$ cat src/rtl/aes_pkg.sv
// aes_pkg: shared state encoding, byte count and counter width for the AES core arbiter
package aes_pkg;
  typedef enum logic [2:0] {
    S_IDLE,
    S_START,
    S_FEED,
    S_WAIT,
    S_DRAIN,
    S_RESP
  } state_t;
  localparam int NBYTES = 16;
  localparam int TMO_W = 8;
  function automatic logic [7:0] byte_at(input logic [127:0] v, input logic [3:0] n);
    return v[{~n, 3'b000} +: 8];
  endfunction
endpackage

$ cat src/rtl/aes_core_arbiter_if.sv
// aes_core_arbiter_if: requester job bus and response bus of the AES core arbiter
interface aes_core_arbiter_if;
  logic [1:0]   req_valid;
  logic [1:0]   req_ready;
  logic [255:0] req_key;
  logic [255:0] req_text;
  logic         rsp_valid;
  logic         rsp_ready;
  logic         rsp_id;
  logic [127:0] rsp_data;
  logic         rsp_err;
  modport master (
    output req_valid, req_key, req_text, rsp_ready,
    input  req_ready, rsp_valid, rsp_id, rsp_data, rsp_err
  );
  modport slave (
    input  req_valid, req_key, req_text, rsp_ready,
    output req_ready, rsp_valid, rsp_id, rsp_data, rsp_err
  );
endinterface

$ cat src/rtl/aes_rr_arb2.sv
// aes_rr_arb2: two-way round-robin picker favouring the requester not served last
module aes_rr_arb2 (
  input  logic       clk,
  input  logic       rst,
  input  logic       en,
  input  logic [1:0] req,
  output logic [1:0] gnt,
  output logic       gnt_id
);
  logic ptr_q, ptr_d;
  assign gnt_id = &req ? ptr_q : req[1];
  assign gnt = (en && |req) ? (gnt_id ? 2'b10 : 2'b01) : 2'b00;
  // preference moves to the other requester whenever a grant is issued
  always_comb ptr_d = |gnt ? ~gnt_id : ptr_q;
  // requester 0 is preferred out of reset
  always_ff @(posedge clk) ptr_q <= rst ? 1'b0 : ptr_d;
endmodule

$ cat src/rtl/aes_core_arbiter.sv
// aes_core_arbiter: shares one byte-serial AES core between two requesters
module aes_core_arbiter
  import aes_pkg::*;
#(
  parameter int TIMEOUT = 255
) (
  input  logic             clk,
  input  logic             rst,
  aes_core_arbiter_if.slave bus,
  output logic             core_enable,
  output logic [7:0]       core_key_byte,
  output logic [7:0]       core_state_byte,
  input  logic             core_ready,
  input  logic [7:0]       core_out_byte
);
  localparam logic [TMO_W-1:0] LAST_BYTE = TMO_W'(NBYTES - 1);
  localparam logic [TMO_W-1:0] TMO_LIM = TMO_W'(TIMEOUT);
  state_t             state_q, state_d;
  logic [TMO_W-1:0]   cnt_q, cnt_d;
  logic [127:0]       key_q, key_d, text_q, text_d, rsp_data_q, rsp_data_d;
  logic               rsp_id_q, rsp_id_d, rsp_err_q, rsp_err_d;
  logic               rsp_valid_q, rsp_valid_d, core_enable_q, core_enable_d;
  logic [7:0]         key_byte_q, key_byte_d, state_byte_q, state_byte_d;
  logic [1:0]         gnt;
  logic               gnt_id, feeding;

  aes_rr_arb2 u_arb (
    .clk    (clk),
    .rst    (rst),
    .en     (state_q == S_IDLE && !rst),
    .req    (bus.req_valid),
    .gnt    (gnt),
    .gnt_id (gnt_id)
  );

  assign bus.req_ready    = gnt;
  assign bus.rsp_valid    = rsp_valid_q;
  assign bus.rsp_id       = rsp_id_q;
  assign bus.rsp_data     = rsp_data_q;
  assign bus.rsp_err      = rsp_err_q;
  assign core_enable      = core_enable_q;
  assign core_key_byte    = key_byte_q;
  assign core_state_byte  = state_byte_q;

  // job sequencing; every output is computed from the next state so it is registered
  always_comb begin
    state_d    = state_q;
    key_d      = key_q;
    text_d     = text_q;
    rsp_id_d   = rsp_id_q;
    rsp_err_d  = rsp_err_q;
    rsp_data_d = rsp_data_q;
    case (state_q)
      S_IDLE: if (|gnt) begin
        state_d    = S_START;
        key_d      = gnt_id ? bus.req_key[255:128] : bus.req_key[127:0];
        text_d     = gnt_id ? bus.req_text[255:128] : bus.req_text[127:0];
        rsp_id_d   = gnt_id;
        rsp_err_d  = 1'b0;
        rsp_data_d = '0;
      end
      S_START: state_d = S_FEED;
      S_FEED:  state_d = (cnt_q == LAST_BYTE) ? S_WAIT : S_FEED;
      S_WAIT: begin
        if (core_ready) state_d = S_DRAIN;
        else if (cnt_q == TMO_LIM) begin
          state_d    = S_RESP;
          rsp_err_d  = 1'b1;
          rsp_data_d = '0;
        end
      end
      S_DRAIN: begin
        if (!core_ready) begin
          state_d    = S_RESP;
          rsp_err_d  = 1'b1;
          rsp_data_d = '0;
        end else begin
          rsp_data_d = {rsp_data_q[119:0], core_out_byte};
          state_d    = (cnt_q == LAST_BYTE) ? S_RESP : S_DRAIN;
        end
      end
      S_RESP:  state_d = bus.rsp_ready ? S_IDLE : S_RESP;
      default: state_d = S_IDLE;
    endcase
    cnt_d         = (state_d == state_q && state_q inside {S_FEED, S_WAIT, S_DRAIN}) ? cnt_q + 1'b1 : '0;
    feeding       = state_d == S_START || state_d == S_FEED;
    core_enable_d = state_d inside {S_START, S_FEED, S_WAIT, S_DRAIN};
    rsp_valid_d   = state_d == S_RESP;
    key_byte_d    = feeding ? byte_at(key_d, cnt_d[3:0]) : 8'h00;
    state_byte_d  = feeding ? byte_at(text_d, cnt_d[3:0]) : 8'h00;
  end

  // state and output registers; reset abandons any job in flight
  always_ff @(posedge clk) begin
    if (rst) begin
      state_q       <= S_IDLE;
      cnt_q         <= '0;
      key_q         <= '0;
      text_q        <= '0;
      rsp_id_q      <= 1'b0;
      rsp_err_q     <= 1'b0;
      rsp_data_q    <= '0;
      rsp_valid_q   <= 1'b0;
      core_enable_q <= 1'b0;
      key_byte_q    <= '0;
      state_byte_q  <= '0;
    end else begin
      state_q       <= state_d;
      cnt_q         <= cnt_d;
      key_q         <= key_d;
      text_q        <= text_d;
      rsp_id_q      <= rsp_id_d;
      rsp_err_q     <= rsp_err_d;
      rsp_data_q    <= rsp_data_d;
      rsp_valid_q   <= rsp_valid_d;
      core_enable_q <= core_enable_d;
      key_byte_q    <= key_byte_d;
      state_byte_q  <= state_byte_d;
    end
  end
endmodule

$ cat src/flat_wrapper.sv
// flat-port wrapper written by rule: the top's interface ports become plain ports
module aes_core_arbiter_flat import aes_pkg::*;
#(
  parameter int TIMEOUT = 255
)
  (clk, rst, core_enable, core_key_byte, core_state_byte, core_ready, core_out_byte, bus_req_valid, bus_req_key, bus_req_text, bus_rsp_ready, bus_req_ready, bus_rsp_valid, bus_rsp_id, bus_rsp_data, bus_rsp_err);
  aes_core_arbiter_if bus_i ();
  input  logic clk;
  input  logic rst;
  output logic core_enable;
  output logic [7:0] core_key_byte;
  output logic [7:0] core_state_byte;
  input  logic core_ready;
  input  logic [7:0] core_out_byte;
  input wire logic [$bits(bus_i.req_valid)-1:0] bus_req_valid;
  input wire logic [$bits(bus_i.req_key)-1:0] bus_req_key;
  input wire logic [$bits(bus_i.req_text)-1:0] bus_req_text;
  input wire logic [$bits(bus_i.rsp_ready)-1:0] bus_rsp_ready;
  output wire logic [$bits(bus_i.req_ready)-1:0] bus_req_ready;
  output wire logic [$bits(bus_i.rsp_valid)-1:0] bus_rsp_valid;
  output wire logic [$bits(bus_i.rsp_id)-1:0] bus_rsp_id;
  output wire logic [$bits(bus_i.rsp_data)-1:0] bus_rsp_data;
  output wire logic [$bits(bus_i.rsp_err)-1:0] bus_rsp_err;
  assign bus_i.req_valid = bus_req_valid;
  assign bus_i.req_key = bus_req_key;
  assign bus_i.req_text = bus_req_text;
  assign bus_i.rsp_ready = bus_rsp_ready;
  assign bus_req_ready = bus_i.req_ready;
  assign bus_rsp_valid = bus_i.rsp_valid;
  assign bus_rsp_id = bus_i.rsp_id;
  assign bus_rsp_data = bus_i.rsp_data;
  assign bus_rsp_err = bus_i.rsp_err;
  aes_core_arbiter #(.TIMEOUT(TIMEOUT)) u_core (.clk(clk), .rst(rst), .bus(bus_i), .core_enable(core_enable), .core_key_byte(core_key_byte), .core_state_byte(core_state_byte), .core_ready(core_ready), .core_out_byte(core_out_byte));
endmodule
$ cat config.mk
export PLATFORM = sky130hd
export DESIGN_NAME = aes_core_arbiter_flat
export DESIGN_NICKNAME = d
export VERILOG_FILES = /design/src/rtl/aes_pkg.sv /design/src/rtl/aes_core_arbiter_if.sv /design/src/rtl/aes_rr_arb2.sv /design/src/rtl/aes_core_arbiter.sv /design/src/flat_wrapper.sv
export SDC_FILE = /design/constraint.sdc
export NUM_CORES = 1
export LEC_CHECK = 0
export BUFFER_PORTS_ARGS = -buffer_cell sky130_fd_sc_hd__buf_2
export CORE_AREA = 2 2 264 266
export CTS_CLUSTER_DIAMETER = 200
export DETAILED_ROUTE_END_ITERATION = 16
export DIE_AREA = 0 0 266 268
export MAX_ROUTING_LAYER = met4
export PLACE_DENSITY_LB_ADDON = 0.08
export SLEW_MARGIN = 20
export SYNTH_ARGS = -nofsm -noshare
export SYNTH_HDL_FRONTEND = slang
export SYNTH_SLANG_ARGS = --single-unit
export TNS_END_PERCENT = 10
$ cat constraint.sdc
create_clock -name clk -period 3.17 [get_ports clk]
set_input_delay 0.1585 -clock clk [delete_from_list [all_inputs] [get_ports clk]]
set_output_delay 0.1585 -clock clk [all_outputs]
set_load 0.05 [all_outputs]
==> results of run 1 <==
[Yosys cell counts, types with 6 or more instances]
library cell	number	area share
a22oi_1	135	0.048
o221ai_1	12	0.0050
o31ai_1	8	0.0029
a21oi_1	110	0.026
a2bb2oi_1	8	0.0033
nand2_1	322	0.057
a311oi_1	85	0.035
a31o_2	6	0.0025
xnor2_1	6	0.0025
o32ai_2	6	0.0046
a31oi_1	36	0.011
nor2b_1	29	0.0086
nor4_1	9	0.0027
buf_1	16	0.0029
o32ai_1	11	0.0046
mux2i_1	125	0.059
o211ai_1	19	0.0068
buf_2	70	0.017
nor2_1	435	0.077
o41a_1	6	0.0032
and2_1	17	0.0050
a21o_1	7	0.0025
and3_1	25	0.0074
a211o_1	18	0.0075
a221oi_1	8	0.0033
buf_4	8	0.0029
a211oi_1	148	0.053
inv_1	15	0.0027
dfxtp_1	416	0.40
o21ai_0	115	0.027
nor3_1	28	0.0067
nand3_1	73	0.017
clkbuf_1	171	0.030
mux4_2	17	0.018
o31a_1	10	0.0042
o22a_1	9	0.0037
mux2_1	6	0.0032
[final cells by class]
class | count | share of cell area
Clock inverter | 21 | 0.00830
Clock buffer | 71 | 0.0501
Tap cell | 882 | 0.0368
Antenna cell | 13 | 0.00108
Multi-Input combinational cell | 1914 | 0.388
Inverter | 16 | 0.00200
Timing Repair Buffer | 1033 | 0.236
Sequential cell | 416 | 0.278
[power breakdown]
part           switching, mW  internal, mW  total [mW]
Sequential             0.258          5.66        5.92
Clock                   2.45          3.71        6.16
Combinational           2.30          1.62        3.92
Total                   5.01          11.0        16.0
[through the flow]
stage | std cells | cell area [sq um] | util | hold WS [ps] | setup WS [ps]
floorplan | 2615 | 21100 | - | 307 | 701
global placement | 3976 | 25400 | 0.372 | 395 | 304
detailed placement | 3976 | 25400 | 0.372 | 410 | 229
CTS | 4353 | 30000 | 0.439 | 0.206 | 210
global route | 4364 | 30000 | 0.440 | 3.95 | 18.8
finish | 4366 | 30000 | 0.440 | 17.8 | 169
[per-layer routing]
metal	vias up	routed length, microns	GRT usage
met5	-	0	-
met4	0	2280	0.0691
met3	133	7200	0.0461
met2	969	47400	0.448
met1	11200	43900	0.364
li1	11200	-	-
[sequential cells by signal, indices dropped and copies added, names as in the netlist]
name / cells
u_core.state_q: 3
u_core.core_state_byte: 8
u_core.core_key_byte: 8
u_core.bus.rsp_err: 1
u_core.bus.rsp_data: 128
u_core.key_q: 128
u_core.u_arb.ptr_q: 1
u_core.text_q: 128
u_core.core_enable: 1
u_core.bus.rsp_valid: 1
u_core.bus.rsp_id: 1
u_core.cnt_q: 8
[placed cells by master, fill, tap and decap left out, types with 36 or more instances in the layout]
cell type,instances
a21oi_1,110
o21ai_0,115
buf_2,674
a31oi_1,36
dlygate4sd3_1,285
mux2i_1,125
a211oi_1,148
a22oi_1,135
a311oi_1,85
buf_4,50
nor2_1,434
dfxtp_1,415
clkbuf_16,53
nand3_1,73
nand2_1,320
[worst reg2reg max path: cells and delay by family, from the launching register on]
kind	cells	cell delay, ps
AOI/OAI and AO/OA	5	1530
DFF	1	560
and+or+nand+nor	2	790
[path summary, 6_finish.rpt]
check                                    to  slack [ps]
setup / recovery  u_core.core_state_byte[6]         170
hold reg to reg            u_core.key_q[66]         460
hold / removal            u_core.text_q[42]          20
setup reg to reg  u_core.core_state_byte[6]         170
[cells by family after synthesis]
| logic type | count (synthesis) | synth area share |
|---|---|---|
| multiplexers | 153 | 0.0834 |
| flip-flops | 416 | 0.395 |
| AND/OR/NAND/NOR | 963 | 0.192 |
| buffers and inverters | 285 | 0.0578 |
| adder cells (fa/ha/maj) | 1 | 0.000594 |
| AO/OA/AOI/OAI | 787 | 0.267 |
| XOR/XNOR | 10 | 0.00416 |
==> results.py, run 1 <==
metrics = {
    "sta": {
        "fmax_mhz": 333,
        "fin_crit_ps": 3000,
        "finalHoldViolations": 0,
        "slew_viol_final": 0,
        "tns_ps": 0,
        "relSlewSlack": 0.278,
        "rsz0062_at_grt": "false",
        "worst_clock_skew_ps": 19.9,
        "worst_slew_pin_slew_ps": 1080,
        "finalSetupViolCount": 0,
        "fin_crit_sh": 0.947,
    },
    "pwr": {
        "power_mw": 16.0,
        "p_per_area_mw_per_mm2": 533,
        "power.leakage_nw": 13.2,
        "ir_worst_vdd_mv": 0.295,
    },
    "logic_synthesis": {
        "yosysWarnings": 0,
        "synth-async-reset-ratio": 0,
        "synth-edff-count": 0,
        "synth_seq_cells": 416,
        "postSynthAreaPerCell_sq_um": 8.06,
        "synth_area_sq_mm": 0.0211,
        "syn-num-nets": 3142,
        "ys_types": 70,
        "synthCells": 2615,
        "ys_seq_area_frac": 0.395,
        "synthFlopType": "dfxtp_1",
    },
    "critical_path": {
        "cp-end-kind": "flip-flop",
        "path_cells": "o21ba_2, nand2_4, o2bb2ai_4, nand2_4, o41a_1, o221ai_1, o32ai_2",
        "cp_num_cells": 7,
        "r2r_cells": 7,
        "criticalPathCategory": "flip-flop to flip-flop",
        "cpLargestDelayFamily": "compound AO/OA/AOI/OAI gates",
        "critPathMaxFanout": 36,
        "cp-start-kind": "flip-flop",
        "critPathRequiredTime_ps": 3630,
        "rr_startpoint": "u_core.state_q[2]",
        "cp.arrival_ps": 3460,
        "cp.buffers_inverters": 0,
        "critPathLaunch": "u_core.state_q[2]",
        "crit_slowest_cell": "dfxtp_1",
        "cpPeakStageDelay_ps": 560,
        "crit_top_cell": "nand2_4",
    },
    "grt": {
        "grt_pass1_wl_microns": 146000,
        "overflow": 0,
        "grt_pass1_vias": 22000,
        "grt_max_degree": 218,
        "antenna_found_initial": 13,
        "grt_usage": 0.279,
    },
    "clock_network": {
        "cts.clk_slew.worst_paths_ps": 60,
        "insertion_delay_ps": 600,
        "cts.repair.resized": 0,
        "cts-root-buf": "clkbuf_16",
        "cts-buffers-inserted": 50,
        "hold_buffers": 285,
        "clk_path_buf_depth": 3,
        "cts_setup_buffers": 0,
        "cts_tree": "done",
        "cts_sinks": 416,
        "h-tree-depth": 2,
    },
    "floorplan": {
        "initial_utilization": 0.309,
        "dieHeight_microns": 268,
        "rows": 96,
        "io_pins": 676,
        "die_x_microns": 266,
        "fp.coreArea_sq_mm": 0.0682,
        "dieArea_sq_mm": 0.0713,
    },
    "drt": {
        "drc": 0,
        "wire_per_inst_microns": 23.1,
        "drtPass1Iterations": 9,
        "vias_per_cell": 5.37,
        "routed_wl_microns": 101000,
        "final_antenna_net_count": 0,
        "vias": 23500,
        "drt_iter0_drc": 2338,
    },
    "cells_and_area": {
        "multi_input_area_sq_mm": 0.0116,
        "ff_latch_area_sq_mm": 0.00833,
        "drive_above_1_share": 0.260,
        "nets": 3958,
        "nFillCells": 6849,
        "area_growth_pct": 42.4,
    },
    "outcome": {
        "status": "finished, final reports clean",
    },
    "placement": {
        "gp_congestion": 0.992,
        "dp_hpwl_microns": 74300,
        "port_buffers": 675,
    },
    "min_path": {
        "hold-path-cell-count": 3,
        "hold_path_class": "input port to flip-flop",
        "worstHoldStart": "bus_req_text[170]",
    },
    "run": {
        "max-cap-violations": 0,
    },
}
No activity file was read; power rests on OpenSTA's default activity.
==> run 2, diff against run 1 <==
- CELL_PAD_IN_SITES_DETAIL_PLACEMENT: unset -> 1
- CELL_PAD_IN_SITES_GLOBAL_PLACEMENT: unset -> 1
==> run 2 against run 1 <==
Total power down 1.2%. Largest cell class unchanged. Cell count hardly changed. Design area decreased by 0.84%. Setup slack lost 53 ps. Wire length up 5.6%. Largest power group is now registers. Critical path type unchanged.
==> results.py, run 2 (synthesis results as in run 1) <==
metrics = {
    "placement": {
        "gp_congestion": 0.922,
        "dp_hpwl_microns": 78400,
        "port_buffers": 675,
        "dp.cells": 3995,
    },
    "critical_path": {
        "crit_slowest_cell": "a221oi_1",
        "path_cells": "ha_2, nand4_1, o21ai_1, a21oi_1, buf_4, and2_2, o21ai_0, a221oi_1, o32ai_2",
        "cp-end-kind": "flip-flop",
        "cpPeakStageDelay_ps": 570,
        "rr_startpoint": "u_core.cnt_q[0]",
        "critPathMaxFanout": 14,
        "critPathRequiredTime_ps": 3620,
        "criticalPathCategory": "flip-flop to flip-flop",
        "critPathLaunch": "u_core.cnt_q[0]",
        "cp.arrival_ps": 3510,
        "cp-start-kind": "flip-flop",
    },
    "sta": {
        "worst_clock_skew_ps": 17.4,
        "rsz0062_at_grt": "false",
        "finalSetupViolCount": 0,
        "worst_slew_pin_slew_ps": 1020,
        "relSlewSlack": 0.323,
        "fin_crit_sh": 0.964,
        "fin_crit_ps": 3050,
        "slew_viol_final": 0,
        "tns_ps": 0,
        "fmax_mhz": 327,
        "finalHoldViolations": 0,
    },
    "floorplan": {
        "dieHeight_microns": 268,
        "io_pins": 676,
        "die_x_microns": 266,
        "initial_utilization": 0.309,
        "dieArea_sq_mm": 0.0713,
        "rows": 96,
        "fp.coreArea_sq_mm": 0.0682,
    },
    "clock_network": {
        "cts_tree": "done",
        "clk_path_buf_depth": 3,
        "cts-root-buf": "clkbuf_16",
        "cts-buffers-inserted": 51,
        "cts_setup_buffers": 0,
        "insertion_delay_ps": 610,
        "cts.clk_slew.worst_paths_ps": 60,
        "h-tree-depth": 2,
        "cts_sinks": 416,
    },
    "pwr": {
        "power.leakage_nw": 13.1,
        "p_per_area_mw_per_mm2": 531,
        "ir_worst_vdd_mv": 0.358,
    },
    "drt": {
        "vias_per_cell": 5.46,
        "wire_per_inst_microns": 24.4,
        "vias": 23800,
        "routed_wl_microns": 106000,
        "drt_iter0_drc": 1879,
        "drc": 0,
        "drtPass1Iterations": 5,
        "final_antenna_net_count": 0,
    },
    "grt": {
        "grt_pass1_wl_microns": 156000,
        "antenna_found_initial": 14,
        "grt_max_degree": 103,
        "grt_usage": 0.297,
        "overflow": 0,
        "grt_pass1_vias": 24200,
    },
    "min_path": {
        "worstHoldStart": "bus_req_key[203]",
        "hold_path_class": "input port to flip-flop",
    },
    "cells_and_area": {
        "layout_commonest_cell": "buf_2",
        "nFillCells": 8263,
        "fin_cells": 4362,
        "layout_common_cells": "buf_2 (674), nor2_1 (434), dfxtp_1 (415)",
        "area_growth_pct": 41.2,
        "drive_above_1_share": 0.265,
        "nets": 3956,
    },
    "run": {
        "max-cap-violations": 0,
    },
    "outcome": {
        "status": "finished, final reports clean",
    },
}
## run 2: cell type report
| class | instances | area, sq um | share of cell area |
|---|---|---|---|
| Tap cell | 882 | 1100 | 0.0371 |
| Antenna cell | 11 | 27.5 | 0.000925 |
| Sequential cell | 416 | 8330 | 0.280 |
| Timing Repair Buffer | 1030 | 6900 | 0.232 |
| Clock inverter | 11 | 82.6 | 0.00278 |
| Inverter | 16 | 63.8 | 0.00215 |
| Multi-Input combinational cell | 1914 | 11700 | 0.392 |
| Clock buffer | 82 | 1590 | 0.0533 |
## run 2: routing by layer
layer / wire [microns] / vias up / part of all wire / global-route usage
li1: - / 11100 / - / -
met1: 47800 / 11800 / 0.45 / 0.391
met2: 50200 / 764 / 0.47 / 0.481
met3: 5710 / 133 / 0.054 / 0.0389
met4: 2670 / 0 / 0.025 / 0.0774
met5: 0 / - / 0 / -
## run 2: power by group
group / leakage (nW) / internal, mW / switching [mW] / total [mW]
registers: 3.42 / 5.66 / 0.264 / 5.92
logic: 8.83 / 1.59 / 2.39 / 3.98
clock network: 0.827 / 3.48 / 2.42 / 5.90
total: 13.1 / 10.7 / 5.07 / 15.8
## run 2: path summary, 6_finish.rpt
| path | endpoint | slack, ps | cells past startpoint |
|---|---|---|---|
| worst max-delay path | u_core.core_state_byte[1] | 120 | 9 |
| worst min register to register | u_core.key_q[3] | 460 | 2 |
| worst max register to register | u_core.core_state_byte[1] | 120 | 9 |
| worst min-delay path | u_core.key_q[75] | 20 | 5 |
## run 2: critical path, delay by kind of cell, from the launching register on
family	cells	cell delay, ps
fa+ha+maj	1	240
buf+inv	1	220
compound gates	5	1510
simple gates	2	590
flops	1	340
## run 2: timing repair
action	in CTS	in global routing
setup endpoints to repair	0	7
hold buffers	263	0
endpoints found under the hold margin	150	0
gates resized for setup	0	3
## run 2: metrics by stage
step	hold WS (ps)	setup slack (ps)	area, sq um	utilization	power, mW
detailed placement	404	154	25400	0.372	9.55
floorplan	307	701	21100	-	8.04
global route	24.1	15.5	29700	0.436	16.5
CTS	0.0612	33.0	29700	0.435	15.9
finish	16.3	116	29700	0.436	15.8
global placement	397	147	25400	0.372	9.47
